[src/rtl/bcd_display_scanner.sv]
// Multiplexed 4-digit common 7-segment scanner fed by a valid/ready BCD stream.
// A new value is swapped in only at the frame boundary, so a frame never mixes two values.
module bcd_display_scanner #(
    parameter int SCAN_DIV = 50000,
    parameter bit LZ_BLANK = 1'b1
) (
    input  logic        clk_50MHz,
    input  logic        rst,
    input  logic [15:0] bcd_in,
    input  logic        bcd_valid,
    output logic        bcd_ready,
    output logic [6:0]  seg_led,
    output logic [3:0]  an,
    output logic        frame_done
);

    localparam int PW = (SCAN_DIV > 1) ? $clog2(SCAN_DIV) : 1;

    logic [PW-1:0] prescaler_reg;
    logic [1:0]    digit_idx_reg;
    logic [15:0]   display_reg;
    logic [15:0]   pending_reg;
    logic          pending_full_reg;

    logic          tick;
    logic          wrap;
    logic          accept;
    logic [3:0]    upper_zero;
    logic [3:0]    digit_code;
    logic          lz_blank;
    logic [6:0]    seg_next;
    logic [3:0]    an_next;

    assign tick      = (prescaler_reg == PW'(SCAN_DIV - 1));
    assign wrap      = tick && (digit_idx_reg == 2'd3);
    assign accept    = bcd_valid && !pending_full_reg;
    assign bcd_ready = ~pending_full_reg;

    // upper_zero[i] is set when digits i..3 of the shown value are all zero
    genvar gi;
    generate
        for (gi = 0; gi < 4; gi++) begin : g_lz
            assign upper_zero[gi] = (display_reg[15:gi*4] == '0);
        end
    endgenerate

    assign digit_code = display_reg[digit_idx_reg*4 +: 4];
    assign lz_blank   = LZ_BLANK && (digit_idx_reg != 2'd0) && upper_zero[digit_idx_reg];
    assign an_next    = 4'b0001 << digit_idx_reg;

    always_comb begin
        seg_next = 7'b1111111;
        if (!lz_blank) begin
            case (digit_code)
                4'd0:    seg_next = 7'b0000001;
                4'd1:    seg_next = 7'b1111001;
                4'd2:    seg_next = 7'b0010010;
                4'd3:    seg_next = 7'b0000110;
                4'd4:    seg_next = 7'b1001100;
                4'd5:    seg_next = 7'b0100100;
                4'd6:    seg_next = 7'b0100000;
                4'd7:    seg_next = 7'b0001111;
                4'd8:    seg_next = 7'b0000000;
                4'd9:    seg_next = 7'b0000100;
                default: seg_next = 7'b1111111;
            endcase
        end
    end

    always_ff @(posedge clk_50MHz) begin
        if (rst) begin
            prescaler_reg    <= '0;
            digit_idx_reg    <= 2'd0;
            display_reg      <= 16'h0000;
            pending_reg      <= 16'h0000;
            pending_full_reg <= 1'b0;
            seg_led          <= 7'b1111111;
            an               <= 4'b0000;
            frame_done       <= 1'b0;
        end else begin
            prescaler_reg <= tick ? '0 : prescaler_reg + PW'(1);
            if (tick) begin
                digit_idx_reg <= digit_idx_reg + 2'd1;
            end
            // A value accepted on the wrap cycle itself waits for the next frame
            if (wrap && pending_full_reg) begin
                display_reg      <= pending_reg;
                pending_full_reg <= 1'b0;
            end else if (accept) begin
                pending_reg      <= bcd_in;
                pending_full_reg <= 1'b1;
            end
            seg_led    <= seg_next;
            an         <= an_next;
            frame_done <= wrap;
        end
    end

endmodule

[config.mk]
export PLATFORM = sky130hd
export DESIGN_NAME = bcd_display_scanner
export DESIGN_NICKNAME = d
export VERILOG_FILES = /design/src/rtl/bcd_display_scanner.sv
export SDC_FILE = /design/constraint.sdc
export NUM_CORES = 1
export LEC_CHECK = 0
export BUFFER_PORTS_ARGS = -buffer_cell sky130_fd_sc_hd__buf_2
export CORE_MARGIN = 2
export CORE_UTILIZATION = 57
export CTS_CLUSTER_SIZE = 30
export DETAILED_ROUTE_END_ITERATION = 6
export PLACE_DENSITY = 0.85
export RECOVER_POWER = 50
export SLEW_MARGIN = 5
export SYNTH_ARGS = -nofsm -noshare
export SYNTH_HDL_FRONTEND = slang
export SYNTH_SLANG_ARGS = --single-unit
[constraint.sdc]
create_clock -name clk_50MHz -period 2.2 [get_ports clk_50MHz]
set_clock_uncertainty 0.1 [all_clocks]
set_input_delay 0.44 -clock clk_50MHz [delete_from_list [all_inputs] [get_ports clk_50MHz]]
set_output_delay 0.44 -clock clk_50MHz [all_outputs]
set_load 0.01 [all_outputs]
==> results of run 1 <==
routing by layer:
metal | track usage [%] | vias up | wire, um
met5 | 0 | - | 0
met4 | 7.547 | 0 | 38
met3 | 4.167 | 6 | 255
met2 | 34.45 | 63 | 2257
met1 | 26.09 | 989 | 2435
li1 | - | 1095 | -
cell usage in the layout, fill, tap and decap left out, drive strengths merged, types with 8 or more instances in the layout:
master / synthesis / layout
nor2: 18 / 18
nand3: 22 / 22
o21ai: 25 / 25
inv: 8 / 8
nand2: 42 / 42
xor2: 10 / 10
buf: 6 / 21
a21oi: 38 / 38
clkbuf: 15 / 28
dfxtp: 63 / 63
critical path, delay by kind of cell (launching register included):
kind            cells  cell delay, ns
fa+ha+maj           1            0.24
simple gates        1            0.22
compound gates      2            0.23
flops               1            0.42
mux                 1            0.66
synthesized netlist by cell type (all sizes together) (2+ instances only):
master and count:
dfxtp 63, nand2 42, a21oi 38, o21ai 25, nand3 22, nor2 18, clkbuf 15, xor2 10
inv 8, ha 7, buf 6, nand4 5, nor3 5, and4 4, mux4 4, or4 4
a211oi 3, xnor2 3, and2 2, and3 2, and4bb 2, nor2b 2, or3 2
layout make-up:
class	count	area [um^2]	area share, %
well taps	52	65.06	2.189
flip-flops and latches	63	1262	42.48
clock buffers	12	155.1	5.221
repair buffers	37	177.7	5.979
inverters	8	30.03	1.011
multi-input cells	209	1251	42.11
clock inverters	1	30.03	1.011
through the flow:
step	hold slack, ns	std cells	util [%]	cell area, um^2
floorplan	0.3261	301	-	2645
global placement	0.3423	369	63.61	2808
detailed placement	0.3475	369	63.61	2808
CTS	0.2420	382	67.80	2993
global route	0.2467	382	67.32	2972
finish	0.2506	382	67.32	2972
power by group:
group          total, mW  internal (mW)  leakage [nW]  switching, mW
logic             0.0910         0.0354         0.496         0.0557
clock network      0.958          0.567        0.0944          0.391
registers           1.19           1.17         0.514         0.0156
how the worst min path moves through the flow:
stage	cells past startpoint	slack [ns]	endpoint
5_1_grt	3	0.25	pending_reg[4]
6_report	3	0.25	pending_reg[0]
3_5_place_dp	2	0.35	pending_reg[4]
2_1_floorplan	1	0.33	prescaler_reg[0]
3_3_place_gp	1	0.34	prescaler_reg[0]
4_1_cts	3	0.24	pending_reg[14]
cells by family after synthesis:
family	synth area share, %
compound gates	13.53
xor+xnor	4.305
fa+ha+maj	3.311
buf+inv	5.014
flops	47.68
mux	4.352
simple gates	21.81
timing repair:
action                                  CTS  global route
buffers inserted                          0             0
gates resized for setup                   0             1
endpoints found under the setup margin    0             2
==> flow_summary.toml, run 1 <==
[clocking]
cts_tree = "built"
cts-htree-levels = 3
cts_buffers = 9
clock_latency_ns = 0.33
cts-root-buf = "clkbuf_8"
numClockSinks = 63
cts-hold-fix-buffers = 0
path_clk_slew_ns = 0.06
cts.path.max_buffers = 2

[drt]
drc_errors = 0
drtAntennaViolNets = 0
dr.pass1.iters = 4
viasPerCell = 5.636
route.final.wire_length_um = 4986
vias = 2153
wl_per_cell_um = 13.05
drt_iter0_drc = 114

[worst_setup_path]
r2r_slack_ns = 0.20
worstPathArrival_ns = 2.08
reg2regPathDepth = 5
startpoint_type = "register"
critPathMaxStageDelay_ns = 0.66
setup.worst_path.end_class = "register"
crit_path_max_fanout = 8
r2r_end = "seg_led[3]"
r2r_start = "digit_idx_reg[0]"
critPathRequiredTime_ns = 2.28
path_class = "reg -> reg"
cp_cell_sequence = "mux4_1 -> ha_1 -> or2_0 -> a21oi_1 -> o21ai_0"
slowest_stage = "mux4_1"
crit_start = "digit_idx_reg[0]"
crit_end = "seg_led[3]"

[sta]
post-route-period-util_pct = 90.87
worstMarginPinSlew_ns = 1.152
slew_headroom_pct = 23.21
rsz0062_at_grt = "false"
finalSetupViolCount = 0
fin_ws_ns = 0.2009
fmax_ghz = 0.5002
min_period_ns = 1.999
hold_viol_final = 0
final_max_slew_viol_count = 0
finalSetupTns_ns = 0

[floorplanning]
die_y_um = 72.12
start_util_pct = 59.92
pin_count = 32
die_area_mm2 = 0.005201
die_w_um = 72.12
rows = 24
coreArea_mm2 = 0.004414

[grt]
antenna_found_initial = 0
grt_pass1_wl_um = 8493
grt_pass1_vias = 1986
grt_max_degree = 29
grt_util_all_layers_pct = 20.49
grt_overflow_total = 0

[synthesis]
synth_edf_count = 0
synthCells = 301
synth_seq_cells = 63
synthDominantCellAreaShare_pct = 47.68
synthArstFlopShare_pct = 0
synth_warnings = 0
synth_top_area_cell = "dfxtp_1"
syn_area_per_cell_um2 = 8.787
syn_area_mm2 = 0.002645
synthFlopType = "dfxtp_1"
syn_nets = 327
ys_top_cells_by_area = "dfxtp_1, a21oi_1, nand2_1, nand3_1, o21ai_0"
yosysSeqAreaShare_pct = 47.68
synth_cell_types = 39

[flow_run]
drv_cap = 0

[final_layout]
n_antenna_cell = 0
area_growth_pct = 12.35
nets = 354
n_fill_cell = 376
drive_above_1_share_pct = 13.64

[pwr]
powerDensity_mw_per_mm2 = 752.1
ir_drop_mv = 0.5156
total_power_mw = 2.235
p_leak_nw = 1.104

[placement]
io_buffer_count = 31
gp_congestion = 0.8510
dpl.hpwl_um = 3465
pre_cts_ws_ns = 0.09532

[worst_hold_path]
hp-class = "in -> reg"
hold_start = "bcd_in[0]"

[status]
status = "finished, final reports clean"
Note: power is estimated with default switching activity, not from simulation.
==> run 2, diff against run 1 <==
--- a/config.mk
+++ b/config.mk
@@ -5,11 +5,13 @@
 export SDC_FILE = /design/constraint.sdc
 export NUM_CORES = 1
 export LEC_CHECK = 0
+export ABC_AREA = 1
 export BUFFER_PORTS_ARGS = -buffer_cell sky130_fd_sc_hd__buf_2
 export CORE_MARGIN = 2
 export CORE_UTILIZATION = 57
 export CTS_CLUSTER_SIZE = 30
 export DETAILED_ROUTE_END_ITERATION = 6
+export MAX_ROUTING_LAYER = met4
 export PLACE_DENSITY = 0.85
 export RECOVER_POWER = 50
 export SLEW_MARGIN = 5
==> flow_summary.toml, run 2 <==
[final_layout]
layout.cells.non_filler = 499
regArea_mm2 = 0.001262
n_fill_cell = 433
final_area_mm2 = 0.003181
fin_util_pct = 66.89
layout_commonest_cell = "nand2_1"
area_growth_pct = 12.38
nets = 455
n_antenna_cell = 0
drive_above_1_share_pct = 11.11
layout_common_cells = "nand2_1, nor2_1, dfxtp_1"
multi_input_area_mm2 = 0.001325

[synthesis]
synth_top_area_cell = "dfxtp_1"
synth.most_common_cell = "nand2_1"
synthCells = 394
synth_edf_count = 0
netlist_top_cells_count = "nand2_1, nor2_1, dfxtp_1, inv_1, a21oi_1"
synth_cell_types = 26
synthFlopType = "dfxtp_1"
syn_nets = 420
yosysSeqAreaShare_pct = 44.56
synthDominantCellAreaShare_pct = 44.56
synth_seq_cells = 63
ys_top_cells_by_area = "dfxtp_1, nand2_1, nor2_1, a21oi_1, inv_1"
synth_warnings = 0
syn_area_mm2 = 0.002830
synthArstFlopShare_pct = 0
syn_area_per_cell_um2 = 7.183

[worst_setup_path]
slowest_stage = "dfxtp_1"
critPathMaxStageDelay_ns = 0.51
crit_start = "digit_idx_reg[1]"
r2r_slack_ns = 0.29
r2r_end = "seg_led[1]"
startpoint_type = "register"
cp_top_family = "simple AND/OR/NAND/NOR gates"
crit_buf_inv = 2
r2r_start = "digit_idx_reg[1]"
critPathRequiredTime_ns = 2.32
setup.worst_path.end_class = "register"
worstPathArrival_ns = 2.03
cp.depth = 10
crit_path_max_fanout = 10
cp_cell_sequence = "inv_1 -> o21ai_0 -> nor2_1 -> nor2_1 -> inv_1 -> ha_1 -> nor2_1 -> nand2_1 -> nand2_1 -> nand2_1"
reg2regPathDepth = 10
path_class = "reg -> reg"

[clocking]
cts_buffers = 9
cts-htree-levels = 3
clock_latency_ns = 0.34
cts-root-buf = "clkbuf_8"
cts-hold-fix-buffers = 0
cts.path.max_buffers = 2
cts_tree = "built"
path_clk_slew_ns = 0.06
numClockSinks = 63

[placement]
io_buffer_count = 31
dpl.hpwl_um = 4038
gp_congestion = 0.9053
place_inst = 485
postPlaceCellArea_mm2 = 0.003038

[worst_hold_path]
whs_path_depth = 3
hold_start = "bcd_in[12]"
hp-class = "in -> reg"
holdPathEnd = "pending_reg[12]"

[pwr]
powerDensity_mw_per_mm2 = 684.4
ir_drop_mv = 0.4886
total_power_mw = 2.177
p_leak_nw = 1.306

[flow_run]
drv_cap = 0

[grt]
grt_util_all_layers_pct = 23.24
grt_max_degree = 19
grt_pass1_wl_um = 9494
grt_pass1_vias = 2309
antenna_found_initial = 0
grt_overflow_total = 0

[sta]
worstMarginPinSlew_ns = 0.5692
hold_viol_final = 0
slew_headroom_pct = 62.05
post-route-period-util_pct = 86.82
final_max_slew_viol_count = 0
rsz0062_at_grt = "false"
fmax_ghz = 0.5236
min_period_ns = 1.910
finalSetupTns_ns = 0
finalSetupViolCount = 0

[drt]
dr.pass1.iters = 4
vias = 2550
drt_iter0_drc = 133
route.final.wire_length_um = 5580
viasPerCell = 5.110
drc_errors = 0
wl_per_cell_um = 11.18
drtAntennaViolNets = 0

[floorplanning]
start_util_pct = 59.53
die_w_um = 74.47
rows = 25
die_y_um = 74.47
pin_count = 32
coreArea_mm2 = 0.004755
die_area_mm2 = 0.005545

[status]
status = "finished, final reports clean"
run 2: layout make-up:
class | count | area share [%]
multi-input cells | 276 | 41.66
inverters | 40 | 4.721
flip-flops and latches | 63 | 39.69
clock inverters | 1 | 0.1574
well taps | 67 | 2.636
repair buffers | 39 | 6.137
clock buffers | 13 | 4.996
run 2: worst max-delay path by stage:
stage / endpoint / slack [ns]
CTS: seg_led[1] / 0.18
finish: seg_led[1] / 0.29
global route: seg_led[1] / 0.13
floorplan: seg_led[5] / 0.53
detailed placement: seg_led[1] / 0.25
global placement: seg_led[1] / 0.34
run 2: logic make-up after synthesis:
family	after synthesis	synth area share, %
fa+ha+maj	7	3.094
compound gates	57	10.39
simple gates	210	32.80
flops	63	44.56
xor+xnor	2	0.6190
buf+inv	55	8.532
run 2: repair_timing:
item / in CTS / in global routing
resized for setup: 0 / 1
setup endpoints to repair: 0 / 1
setup buffers: 0 / 0
run 2: metrics by stage:
step           hold slack [ns]  worst slack (ns)
6_report                0.2530            0.2900
4_1_cts                 0.2469            0.1778
3_3_place_gp            0.3292            0.3443
5_1_grt                 0.2625            0.1317
2_1_floorplan           0.3175            0.5262
3_5_place_dp            0.3366            0.2532
run 2: worst register-to-register path: stages (launching register included):
cell     delay, ns
dfxtp_1       0.51
inv_1         0.14
o21ai_0       0.12
nor2_1        0.06
nor2_1        0.24
inv_1         0.11
ha_1          0.22
nor2_1        0.10
nand2_1       0.05
nand2_1       0.08
nand2_1       0.07
run 2: power breakdown:
| group | internal, mW | leakage [nW] | switching, mW | total [mW] |
|---|---|---|---|---|
| clock | 0.457 | 0.0854 | 0.405 | 0.862 |
| combinational | 0.0441 | 0.706 | 0.0740 | 0.118 |
| sequential | 1.18 | 0.515 | 0.0182 | 1.20 |
run 2: metal layers:
layer | track usage (%) | share of wire (%)
met5 | - | 0
met3 | 6.098 | 4.8
met4 | 11.11 | 2.1
met2 | 38.64 | 48
met1 | 25.84 | 45
==> run 3, diff against run 2 <==
--- a/config.mk
+++ b/config.mk
@@ -9,10 +9,10 @@
 export BUFFER_PORTS_ARGS = -buffer_cell sky130_fd_sc_hd__buf_2
 export CORE_MARGIN = 2
 export CORE_UTILIZATION = 57
-export CTS_CLUSTER_SIZE = 30
+export CTS_CLUSTER_SIZE = 12
 export DETAILED_ROUTE_END_ITERATION = 6
 export MAX_ROUTING_LAYER = met4
-export PLACE_DENSITY = 0.85
+export PLACE_DENSITY = 0.78
 export RECOVER_POWER = 50
 export SLEW_MARGIN = 5
 export SYNTH_ARGS = -nofsm -noshare
==> flow_summary.toml, run 3 (same netlist as run 2, synthesis figures left out) <==
[clocking]
cts-htree-levels = 3
cts-root-buf = "clkbuf_8"
cts_resized = 0
path_clk_slew_ns = 0.06
cts_tree = "built"
cts-hold-fix-buffers = 0
cts_setup_buffers = 0
numClockSinks = 63
clock_latency_ns = 0.34
cts_buffers = 9
cts.path.max_buffers = 2

[pwr]
p_leak_nw = 1.298
powerDensity_mw_per_mm2 = 684.2
ir_drop_mv = 0.4702

[worst_hold_path]
hp-class = "in -> reg"

[sta]
fin_ws_ns = 0.2474
final_max_slew_viol_count = 0
worstMarginPinSlew_ns = 0.5650
finalSetupViolCount = 0
post-route-period-util_pct = 88.75
rsz0062_at_grt = "false"
min_period_ns = 1.953
slew_headroom_pct = 62.33
hold_viol_final = 0
fmax_ghz = 0.5121
finalSetupTns_ns = 0

[drt]
wl_per_cell_um = 11.36
vias = 2553
viasPerCell = 5.137
drc_errors = 0
route.final.wire_length_um = 5646
drtAntennaViolNets = 0
dr.pass1.iters = 4
drt_iter0_drc = 129

[worst_setup_path]
cp_top_family = "simple AND/OR/NAND/NOR gates"
critPathMaxStageDelay_ns = 0.35
setup.worst_path.end_class = "register"
cp_cell_sequence = "ha_1 -> nand2_2 -> nor2_8 -> nand3_2 -> nor2_1 -> buf_4 -> nand4_1 -> a21oi_1"
worstPathArrival_ns = 2.11
critPathRequiredTime_ns = 2.36
crit_buf_inv = 1
slowest_stage = "dfxtp_1"
path_class = "reg -> reg"
crit_path_max_fanout = 16
startpoint_type = "register"

[floorplanning]
coreArea_mm2 = 0.004755
die_area_mm2 = 0.005545
die_w_um = 74.47
start_util_pct = 59.53
die_y_um = 74.47
pin_count = 32
rows = 25

[final_layout]
final_area_mm2 = 0.003166
fin_util_pct = 66.58
n_antenna_cell = 0
area_growth_pct = 11.85
drive_above_1_share_pct = 10.93
nets = 453
layout_commonest_cell = "nand2_1"
layout_common_cells = "nand2_1, nor2_1, dfxtp_1"

[grt]
grt_util_all_layers_pct = 23.28
grt_overflow_total = 0
grt_pass1_wl_um = 9535
grt_pass1_vias = 2287
grt_max_degree = 24
antenna_found_initial = 0

[placement]
pre_cts_ws_ns = 0.2242
io_buffer_count = 31
postPlaceCellArea_mm2 = 0.003023
gp_congestion = 0.9347
dpl.hpwl_um = 3981

[flow_run]
drv_cap = 0

[status]
status = "finished, final reports clean"
-- run 3: per-stage QoR --
step | instances | power (mW) | hold WS (ns)
after detailed placement | 483 | 1.343 | 0.3436
after global routing | 497 | 2.255 | 0.2680
after CTS | 497 | 2.188 | 0.2460
after floorplan | 394 | 1.298 | 0.3175
final | 497 | 2.166 | 0.2522
after global placement | 483 | 1.339 | 0.3295
-- run 3: final timing paths --
check / from / endpoint / slack [ns] / cells past startpoint
setup / recovery: prescaler_reg[0] / display_reg[6] / 0.25 / 8
hold reg to reg: prescaler_reg[0] / prescaler_reg[0] / 0.35 / 1
setup reg to reg: prescaler_reg[0] / display_reg[6] / 0.25 / 8
hold / removal: bcd_in[0] / pending_reg[0] / 0.25 / 3
-- run 3: cell type report --
class                   count  area, um^2
well taps                  67       83.83
repair buffers             37       180.2
fillers                   449        1589
flip-flops and latches     63        1262
inverters                  40       150.1
multi-input cells         276        1325
clock inverters             1       5.005
clock buffers              13       158.9
-- run 3: tightest hold or removal path, cell delays in order --
cell and delay, ns:
buf_2 0.07, o21ai_0 0.07, nor2_1 0.07
-- run 3: per-layer routing --
metal  GRT usage [%]  share of wire (%)  up-vias
li1                -                  -     1340
met1           26.05                 46     1143
met2           39.33                 48       53
met3           4.878                3.6       17
met4           11.31                2.6        0
met5               -                  0        -
-- run 3: power breakdown --
group | leakage, nW | internal [mW] | switching [mW] | total (mW)
logic | 0.697 | 0.0431 | 0.0734 | 0.117
clock network | 0.0854 | 0.457 | 0.396 | 0.853
registers | 0.515 | 1.18 | 0.0175 | 1.20
